==> src/rtl/inst_fetch_ctrl_if.sv <==
// Fetch-stage bus between the PC sequencer and its datapath/ROM side.
// FETCH_PERF_CNT_EN adds the FetchCount performance counter signal.
interface inst_fetch_ctrl_if #(
  parameter int A = 10,
  parameter int W = 9
);
  logic         Start;
  logic [A-1:0] StartAddr;
  logic         Stall;
  logic         BranchEn;
  logic         BranchAbs;
  logic [A-1:0] Target;
  logic [W-1:0] InstIn;
  logic [A-1:0] InstAddress;
  logic         Valid;
  logic         Done;
`ifdef FETCH_PERF_CNT_EN
  logic [15:0]  FetchCount;

  modport master (
    input  Start, StartAddr, Stall, BranchEn, BranchAbs, Target, InstIn,
    output InstAddress, Valid, Done, FetchCount
  );
  modport slave (
    output Start, StartAddr, Stall, BranchEn, BranchAbs, Target, InstIn,
    input  InstAddress, Valid, Done, FetchCount
  );
`else
  modport master (
    input  Start, StartAddr, Stall, BranchEn, BranchAbs, Target, InstIn,
    output InstAddress, Valid, Done
  );
  modport slave (
    output Start, StartAddr, Stall, BranchEn, BranchAbs, Target, InstIn,
    input  InstAddress, Valid, Done
  );
`endif
endinterface

==> src/rtl/inst_fetch_ctrl.sv <==
// Program counter and fetch sequencer in front of the instruction ROM.
// IDLE -> RUN on Start; RUN advances, branches, stalls or halts on
// HALT_WORD; HALTED waits for a new Start. Valid/Done are Moore outputs.
// Optional macro FETCH_PERF_CNT_EN adds a saturating 16-bit FetchCount.
module inst_fetch_ctrl #(
  parameter int           A         = 10,
  parameter int           W         = 9,
  parameter logic [W-1:0] HALT_WORD = 9'b111111111
) (
  input logic               Clk,
  input logic               Reset,
  inst_fetch_ctrl_if.master bus
);

  typedef enum logic [1:0] {IDLE, RUN, HALTED} state_t;

  state_t       state;
  logic [A-1:0] pc;
  logic         valid_q;
  logic         done_q;
  logic         halt_hit;
  logic [A-1:0] pc_next_run;

  assign halt_hit = (bus.InstIn == HALT_WORD);

  // Next PC for an unstalled, non-halting RUN cycle; the A-bit adds wrap
  // modulo 2**A, which also gives two's-complement relative branches.
  always_comb begin
    pc_next_run = pc + {{(A-1){1'b0}}, 1'b1};
    if (bus.BranchEn) begin
      if (bus.BranchAbs) pc_next_run = bus.Target;
      else               pc_next_run = pc + bus.Target;
    end
  end

  // Fetch FSM with PC and registered Valid/Done.
  always_ff @(posedge Clk or posedge Reset) begin
    if (Reset) begin
      state   <= IDLE;
      pc      <= '0;
      valid_q <= 1'b0;
      done_q  <= 1'b0;
    end else begin
      case (state)
        IDLE: begin
          if (bus.Start) begin
            pc      <= bus.StartAddr;
            state   <= RUN;
            valid_q <= 1'b1;
            done_q  <= 1'b0;
          end
        end
        RUN: begin
          if (bus.Start) begin
            pc <= bus.StartAddr;
          end else if (bus.Stall) begin
            pc <= pc;
          end else if (halt_hit) begin
            state   <= HALTED;
            valid_q <= 1'b0;
            done_q  <= 1'b1;
          end else begin
            pc <= pc_next_run;
          end
        end
        HALTED: begin
          if (bus.Start) begin
            pc      <= bus.StartAddr;
            state   <= RUN;
            valid_q <= 1'b1;
            done_q  <= 1'b0;
          end
        end
        default: begin
          state   <= IDLE;
          valid_q <= 1'b0;
          done_q  <= 1'b0;
        end
      endcase
    end
  end

  assign bus.InstAddress = pc;
  assign bus.Valid       = valid_q;
  assign bus.Done        = done_q;

`ifdef FETCH_PERF_CNT_EN
  logic [15:0] fetch_cnt;
  logic        fetch_step;

  function automatic logic [15:0] sat_inc16(input logic [15:0] v);
    return (v == 16'hFFFF) ? v : v + 16'd1;
  endfunction

  // A counted fetch is a RUN cycle whose PC moves by advance or branch.
  assign fetch_step = (state == RUN) && !bus.Start && !bus.Stall && !halt_hit;

  // Saturating fetch counter, cleared by every accepted Start.
  always_ff @(posedge Clk or posedge Reset) begin
    if (Reset)           fetch_cnt <= '0;
    else if (bus.Start)  fetch_cnt <= '0;
    else if (fetch_step) fetch_cnt <= sat_inc16(fetch_cnt);
  end

  assign bus.FetchCount = fetch_cnt;
`endif

endmodule

==> src/flat_wrapper.sv <==
// flat-port wrapper written by rule: the top's interface ports become plain ports
module inst_fetch_ctrl_flat 
#(
  parameter int           A         = 10,
  parameter int           W         = 9,
  parameter logic [W-1:0] HALT_WORD = 9'b111111111
)
  (Clk, Reset, bus_Start, bus_StartAddr, bus_Stall, bus_BranchEn, bus_BranchAbs, bus_Target, bus_InstIn, bus_InstAddress, bus_Valid, bus_Done);
  inst_fetch_ctrl_if #(.A(A), .W(W)) bus_i ();
  input logic Clk;
  input logic Reset;
  input wire logic [$bits(bus_i.Start)-1:0] bus_Start;
  input wire logic [$bits(bus_i.StartAddr)-1:0] bus_StartAddr;
  input wire logic [$bits(bus_i.Stall)-1:0] bus_Stall;
  input wire logic [$bits(bus_i.BranchEn)-1:0] bus_BranchEn;
  input wire logic [$bits(bus_i.BranchAbs)-1:0] bus_BranchAbs;
  input wire logic [$bits(bus_i.Target)-1:0] bus_Target;
  input wire logic [$bits(bus_i.InstIn)-1:0] bus_InstIn;
  output wire logic [$bits(bus_i.InstAddress)-1:0] bus_InstAddress;
  output wire logic [$bits(bus_i.Valid)-1:0] bus_Valid;
  output wire logic [$bits(bus_i.Done)-1:0] bus_Done;
  assign bus_i.Start = bus_Start;
  assign bus_i.StartAddr = bus_StartAddr;
  assign bus_i.Stall = bus_Stall;
  assign bus_i.BranchEn = bus_BranchEn;
  assign bus_i.BranchAbs = bus_BranchAbs;
  assign bus_i.Target = bus_Target;
  assign bus_i.InstIn = bus_InstIn;
  assign bus_InstAddress = bus_i.InstAddress;
  assign bus_Valid = bus_i.Valid;
  assign bus_Done = bus_i.Done;
  inst_fetch_ctrl #(.A(A), .W(W), .HALT_WORD(HALT_WORD)) u_core (.Clk(Clk), .Reset(Reset), .bus(bus_i));
endmodule
==> config.mk <==
export PLATFORM = sky130hd
export DESIGN_NAME = inst_fetch_ctrl_flat
export DESIGN_NICKNAME = d
export VERILOG_FILES = /design/src/rtl/inst_fetch_ctrl_if.sv /design/src/rtl/inst_fetch_ctrl.sv /design/src/flat_wrapper.sv
export SDC_FILE = /design/constraint.sdc
export NUM_CORES = 1
export LEC_CHECK = 0
export ABC_AREA = 1
export CORE_UTILIZATION = 52
export CTS_BUF_LIST = sky130_fd_sc_hd__clkbuf_4
export DETAILED_ROUTE_END_ITERATION = 12
export HOLD_SLACK_MARGIN = 0.08
export PLACE_DENSITY = 0.95
export SETUP_SLACK_MARGIN = 0.5
export SLEW_MARGIN = 0
export SYNTH_ARGS = -nofsm -noshare
export SYNTH_HDL_FRONTEND = slang
export SYNTH_SLANG_ARGS = --single-unit
==> constraint.sdc <==
create_clock -name Clk -period 3.9 [get_ports Clk]
set_input_delay 0.78 -clock Clk [delete_from_list [all_inputs] [get_ports Clk]]
set_output_delay 0.78 -clock Clk [all_outputs]
set_load 0.01 [all_outputs]
Word-level counts from Yosys, hierarchy flattened

Cells that the tools add are included.

Input bits: 35
Memories: 0
Register bits after elaboration: 14
Memory bits (writable): 0
Latch bits: 0
ROM bits: 0
Output and inout bits: 12
Logic and storage cells: 42

Order comparisons: 0
Reductions and logical operators: 5
Bitwise operators: 0
Equal/unequal tests: 9
Divide/modulo/power cells: 0
Add/sub/neg operators: 2
Shift-type cells: 0
Mux-type cells: 22
$mul: 0

Operators by type and width:

| operator                                               | number |
|---|---|
| two-way mux 10 bit                                     | 6 |
| case mux 10 bit (2 select lines)                       | 1 |
| adder 10 x 1 -> 10 bit (second input constant)         | 1 |
| adder 10 bit                                           | 1 |
| == test 9 bit (second input constant)                  | 1 |
| two-way mux 1 bit                                      | 8 |
| two-way mux 2 bit                                      | 4 |
| AND reduction 4 bit                                    | 2 |
| inequality test 3 bit (second input constant)          | 2 |
| inequality test 2 x 1 -> 1 bit (second input constant) | 2 |
| inequality test 2 bit (second input constant)          | 2 |
| case mux 1 bit (2 select lines)                        | 2 |
| case mux 2 bit (2 select lines)                        | 1 |
| == test 2 x 1 -> 1 bit (second input constant)         | 1 |
| == test 2 bit (second input constant)                  | 1 |
| logical NOT 2 bit                                      | 1 |
| nonzero test 2 bit                                     | 1 |
| OR reduction 2 bit                                     | 1 |

Depth between registers and ports, before layout

Word-level depth: 7
Mapped depth: 13
Depth with buffers taken out: 13

Worst setup path before layout

OpenSTA, ideal clock, no wires.

Kind: input to register
Start point: in bus_Target[0]
End point: reg u_core.pc[6] (netlist: u_core.bus.InstAddress[6])
Arrival: 1.949 ns
Slack: 1.835 ns
Stages: 11
Buffers on the path: 0
Library setup time: 0.116 ns
Cell sequence: ha_1 fa_1 nand2_1 nand2_1 nand3b_1 a21o_1 nand3_1 nand2_1 nand2_1 nand2_1 nand2_1

Cells in the longest elaborated chain, start to end: 7

RTL lines:

| what                             | line                  | source |
|---|---|---|
| from (decl)                      | flat_wrapper.sv:17    | `input wire logic [$bits(bus_i.Target)-1:0] bus_Target;` |
| adder 10 bit                     | inst_fetch_ctrl.sv:32 | `else pc_next_run = pc + bus.Target;` |
| two-way mux 10 bit               | inst_fetch_ctrl.sv:31 | `if (bus.BranchAbs) pc_next_run = bus.Target;` |
| two-way mux 10 bit               | inst_fetch_ctrl.sv:30 | `if (bus.BranchEn) begin` |
| two-way mux 10 bit               | inst_fetch_ctrl.sv:58 | `end else if (halt_hit) begin` |
| two-way mux 10 bit               | inst_fetch_ctrl.sv:56 | `end else if (bus.Stall) begin` |
| two-way mux 10 bit               | inst_fetch_ctrl.sv:54 | `if (bus.Start) begin` |
| case mux 10 bit (2 select lines) | inst_fetch_ctrl.sv:44 | `case (state)` |
| to (signal assigned)             | inst_fetch_ctrl.sv:47 | `pc <= bus.StartAddr;` |
| to (signal assigned)             | inst_fetch_ctrl.sv:55 | `pc <= bus.StartAddr;` |
| to (signal assigned)             | inst_fetch_ctrl.sv:57 | `pc <= pc;` |
| to (decl)                        | inst_fetch_ctrl.sv:18 | `logic [A-1:0] pc;` |

No other way between the ends. The select of a mux whose other input is x is not followed.
A chain may end at the register's enable or synchronous reset.

Worst setup path after layout

Start point: in bus_Target[0]
End point: reg u_core.pc[4] (netlist: u_core.bus.InstAddress[4])

Same word-level chain as after synthesis.

==> reports/metrics.yaml <==
critical_path:
  cp_data_arrival_time_ps: 2620
  cp.required_ps: 4090
  critPathMaxFanout: 3
  r2r_setup_slack_ps: 1940
  worstSetupEndpointType: "flop"
  reg2reg_to: "u_core.bus.InstAddress[4]$_DFFE_PP0P_"
  critical_path_class: "in -> reg"
  worstSetupStartpoint: "bus_Target[0]"
  r2r-start: "u_core.bus.InstAddress[0]$_DFFE_PP0P_"
  rr_worst_depth: 10
  start_kind: "input pin"
  endpoint: "u_core.bus.InstAddress[4]$_DFFE_PP0P_"
timing:
  clock.fmax_mhz: 412.3
  worst_pin_slew_ps: 677.1
  skew_ps: 0.4565
  slew-limit-headroom: 0.5481
  grt_setup_unrepaired: "false"
  setup_viol: 0
  hold_viol_final: 0
  setup_ws_ps: 1474
  holdWs_ps: 541.0
  post-route-period-util: 0.6219
  setup-tns-final_ps: 0
  final_max_slew_viol_count: 0
  period_minus_slack_ps: 2426
placed_design:
  place_ws_ps: 1216
  io_buffers: 46
  place_congestion: 0.8124
  dpl.hpwl_um: 3039
clock_tree:
  cts_max_level: 1
  cts_resized: 0
  post-cts-setup-buffers: 0
  clkTransAtPathRegs_ps: 70
  hold_buffers: 0
  cts_root_buf: "clkbuf_4"
  cts_tree: "yes"
  numCtsBuffers: 3
  insertion_delay_ps: 270
  cts_sinks: 12
  cts.path.max_buffers: 2
floorplanning:
  die_w_um: 55.13
  core.rowCount: 18
  die_area_um2: 3039
  io_pins: 47
  die_h_um: 55.13
  core_area_um2: 2567
  start_util: 0.5716
routing:
  vias: 1720
  wl_met2_um: 1835
  dr.pass1.iters: 4
  via_per_inst: 5.342
  wl_met1_um: 1699
  antenna_left: 0
  top_layer_used: "met4"
  post_drt_wl_per_cell_um: 11.89
  finalWirelength_um: 3829
  wl_met3_um: 238
  drt_iter0_drc: 34
  drc: 0
cells_and_area:
  finalNetCount: 340
  utilization: 0.7646
  diodes: 0
  areaGrowthSynthToFinish_pct: 33.76
  layout-drive-gt1-share: 0.05137
  final.fill_count: 209
logic_synthesis:
  netlist_instances: 247
  synth_area_um2: 1468
  synth_cell_type_count: 31
  synth_top_cell_by_area: "dfrtp_1"
  ys_ff_latch: 12
  synthTopCellsByArea: "dfrtp_1, nand2_1, nor2_1"
  synthAdderAreaFrac: 0.09889
  synth_xor_area_frac: 0.03581
  syn_avg_cell_area_um2: 5.942
  syn_nets: 293
  synth_warnings: 0
  netlist.area_leader.share: 0.2046
  yosysSeqAreaShare: 0.2046
  synth_compound_area_frac: 0.1040
  synth_top_family_by_area: "simple AND/OR/NAND/NOR gates"
  synth_mux_area_frac: 0
  synth-simple-area-share: 0.4689
power_and_ir_drop:
  power_leakage_nw: 0.9865
  peakVddDrop_mv: 0.2198
  power_density_nw_per_um2: 274.3
min_path:
  min-delay-path-class: "reg -> reg"
grt:
  grt_pass1_wl_um: 6444
  antenna_found_initial: 0
  grt_pass1_vias: 1547
  grtUsageTotal: 0.3036
  grt_max_degree: 19
  overflow: 0
run_status:
  outcome: "finished clean"
job:
  maxCapViolations: 0
[cells in the final DEF, fill, tap and decap left out, types with 2 or more instances in the layout]
| cell | n |
|---|---|
| dfrtp_1 | 12 |
| clkbuf_4 | 3 |
| or2_2 | 4 |
| ha_1 | 10 |
| a21o_1 | 2 |
| clkdlybuf4s50_1 | 46 |
| inv_2 | 2 |
| o21ai_0 | 11 |
| nand3_1 | 30 |
| nor2_1 | 41 |
| nand4_1 | 4 |
| inv_1 | 24 |
| xor2_1 | 5 |
| a21oi_1 | 8 |
| nand2_1 | 75 |
[synth_stat cells]
| master | number |
|---|---|
| or2_1 | 1 |
| nor3_2 | 1 |
| nand2_2 | 1 |
| nand3_1 | 30 |
| xnor2_1 | 1 |
| inv_2 | 2 |
| nor3_1 | 1 |
| nor2_1 | 41 |
| a21oi_4 | 1 |
| clkbuf_1 | 1 |
| a21o_1 | 2 |
| nand4_1 | 4 |
| o21ai_0 | 11 |
| o21a_1 | 1 |
| nand2_1 | 75 |
| ha_1 | 10 |
| inv_1 | 24 |
| o21bai_1 | 1 |
| buf_2 | 2 |
| buf_6 | 1 |
| nand3b_1 | 1 |
| fa_1 | 1 |
| dfrtp_1 | 12 |
| nor2_2 | 1 |
| o21ai_1 | 1 |
| inv_4 | 1 |
| xor2_1 | 5 |
| a21oi_1 | 8 |
| a31oi_1 | 1 |
| or2_2 | 4 |
| nor2_4 | 1 |
[worst min-delay path by stage]
stage / from / endpoint / slack, ps / depth (start not counted)
2_1_floorplan: u_core.state[1]$_DFFE_PP0P_ / u_core.state[1]$_DFFE_PP0P_ / 550 / 2
3_5_place_dp: u_core.state[1]$_DFFE_PP0P_ / u_core.state[1]$_DFFE_PP0P_ / 530 / 2
6_report: u_core.state[1]$_DFFE_PP0P_ / u_core.state[1]$_DFFE_PP0P_ / 540 / 2
4_1_cts: u_core.state[1]$_DFFE_PP0P_ / u_core.state[1]$_DFFE_PP0P_ / 550 / 2
3_3_place_gp: u_core.state[1]$_DFFE_PP0P_ / u_core.state[1]$_DFFE_PP0P_ / 530 / 2
5_1_grt: u_core.state[1]$_DFFE_PP0P_ / u_core.state[1]$_DFFE_PP0P_ / 580 / 2
[flip-flops by register name (all words and copies together), names as in the netlist]
register,cells
u_core.state,2
u_core.bus.InstAddress,10
[logic make-up after synthesis]
| family | after synthesis |
|---|---|
| buf+inv | 31 |
| fa+ha+maj | 11 |
| simple gates | 161 |
| flops | 12 |
| compound gates | 26 |
| xor+xnor | 6 |
[metrics by stage]
step | total power [mW] | std cells | instance area [µm²]
after floorplan | 0.3523 | 247 | 1468
after global placement | 0.4543 | 319 | 1941
after detailed placement | 0.4618 | 319 | 1941
after CTS | 0.5380 | 322 | 1963
after global routing | 0.5922 | 322 | 1963
final | 0.5384 | 322 | 1963
[cell type report]
cell class	instances	area (µm²)	share of cell area
flip-flops and latches	12	300.3	0.1530
inverters	27	103.9	0.05290
multi-input cells	204	1039	0.5290
repair buffers	46	460.4	0.2345
well taps	30	37.54	0.01912
clock buffers	3	22.52	0.01147
[power breakdown]
part           internal [mW]  switching [mW]  total [mW]  leakage (nW)
combinational          0.140           0.155       0.294         0.832
clock                 0.0357          0.0396      0.0754        0.0138
sequential             0.139          0.0293       0.169         0.141
total                  0.315           0.224       0.538         0.986
[worst max-delay path, stage by stage]
cell             delay (ps)
clkdlybuf4s50_1         420
ha_1                    230
fa_1                    390
nand2_1                 100
nand2_1                  90
nand2_1                  90
xnor2_1                 130
nor2_1                   70
o21bai_1                160
nand3_1                  80
o21ai_0                  80
[per-layer routing]
layer | global-route usage | vias up
li1 | - | 888
met1 | 0.3618 | 758
met2 | 0.5402 | 68
met3 | 0.04645 | 6
met4 | 0.1208 | 0
met5 | 0 | -
(Power assumes the default switching activity.)
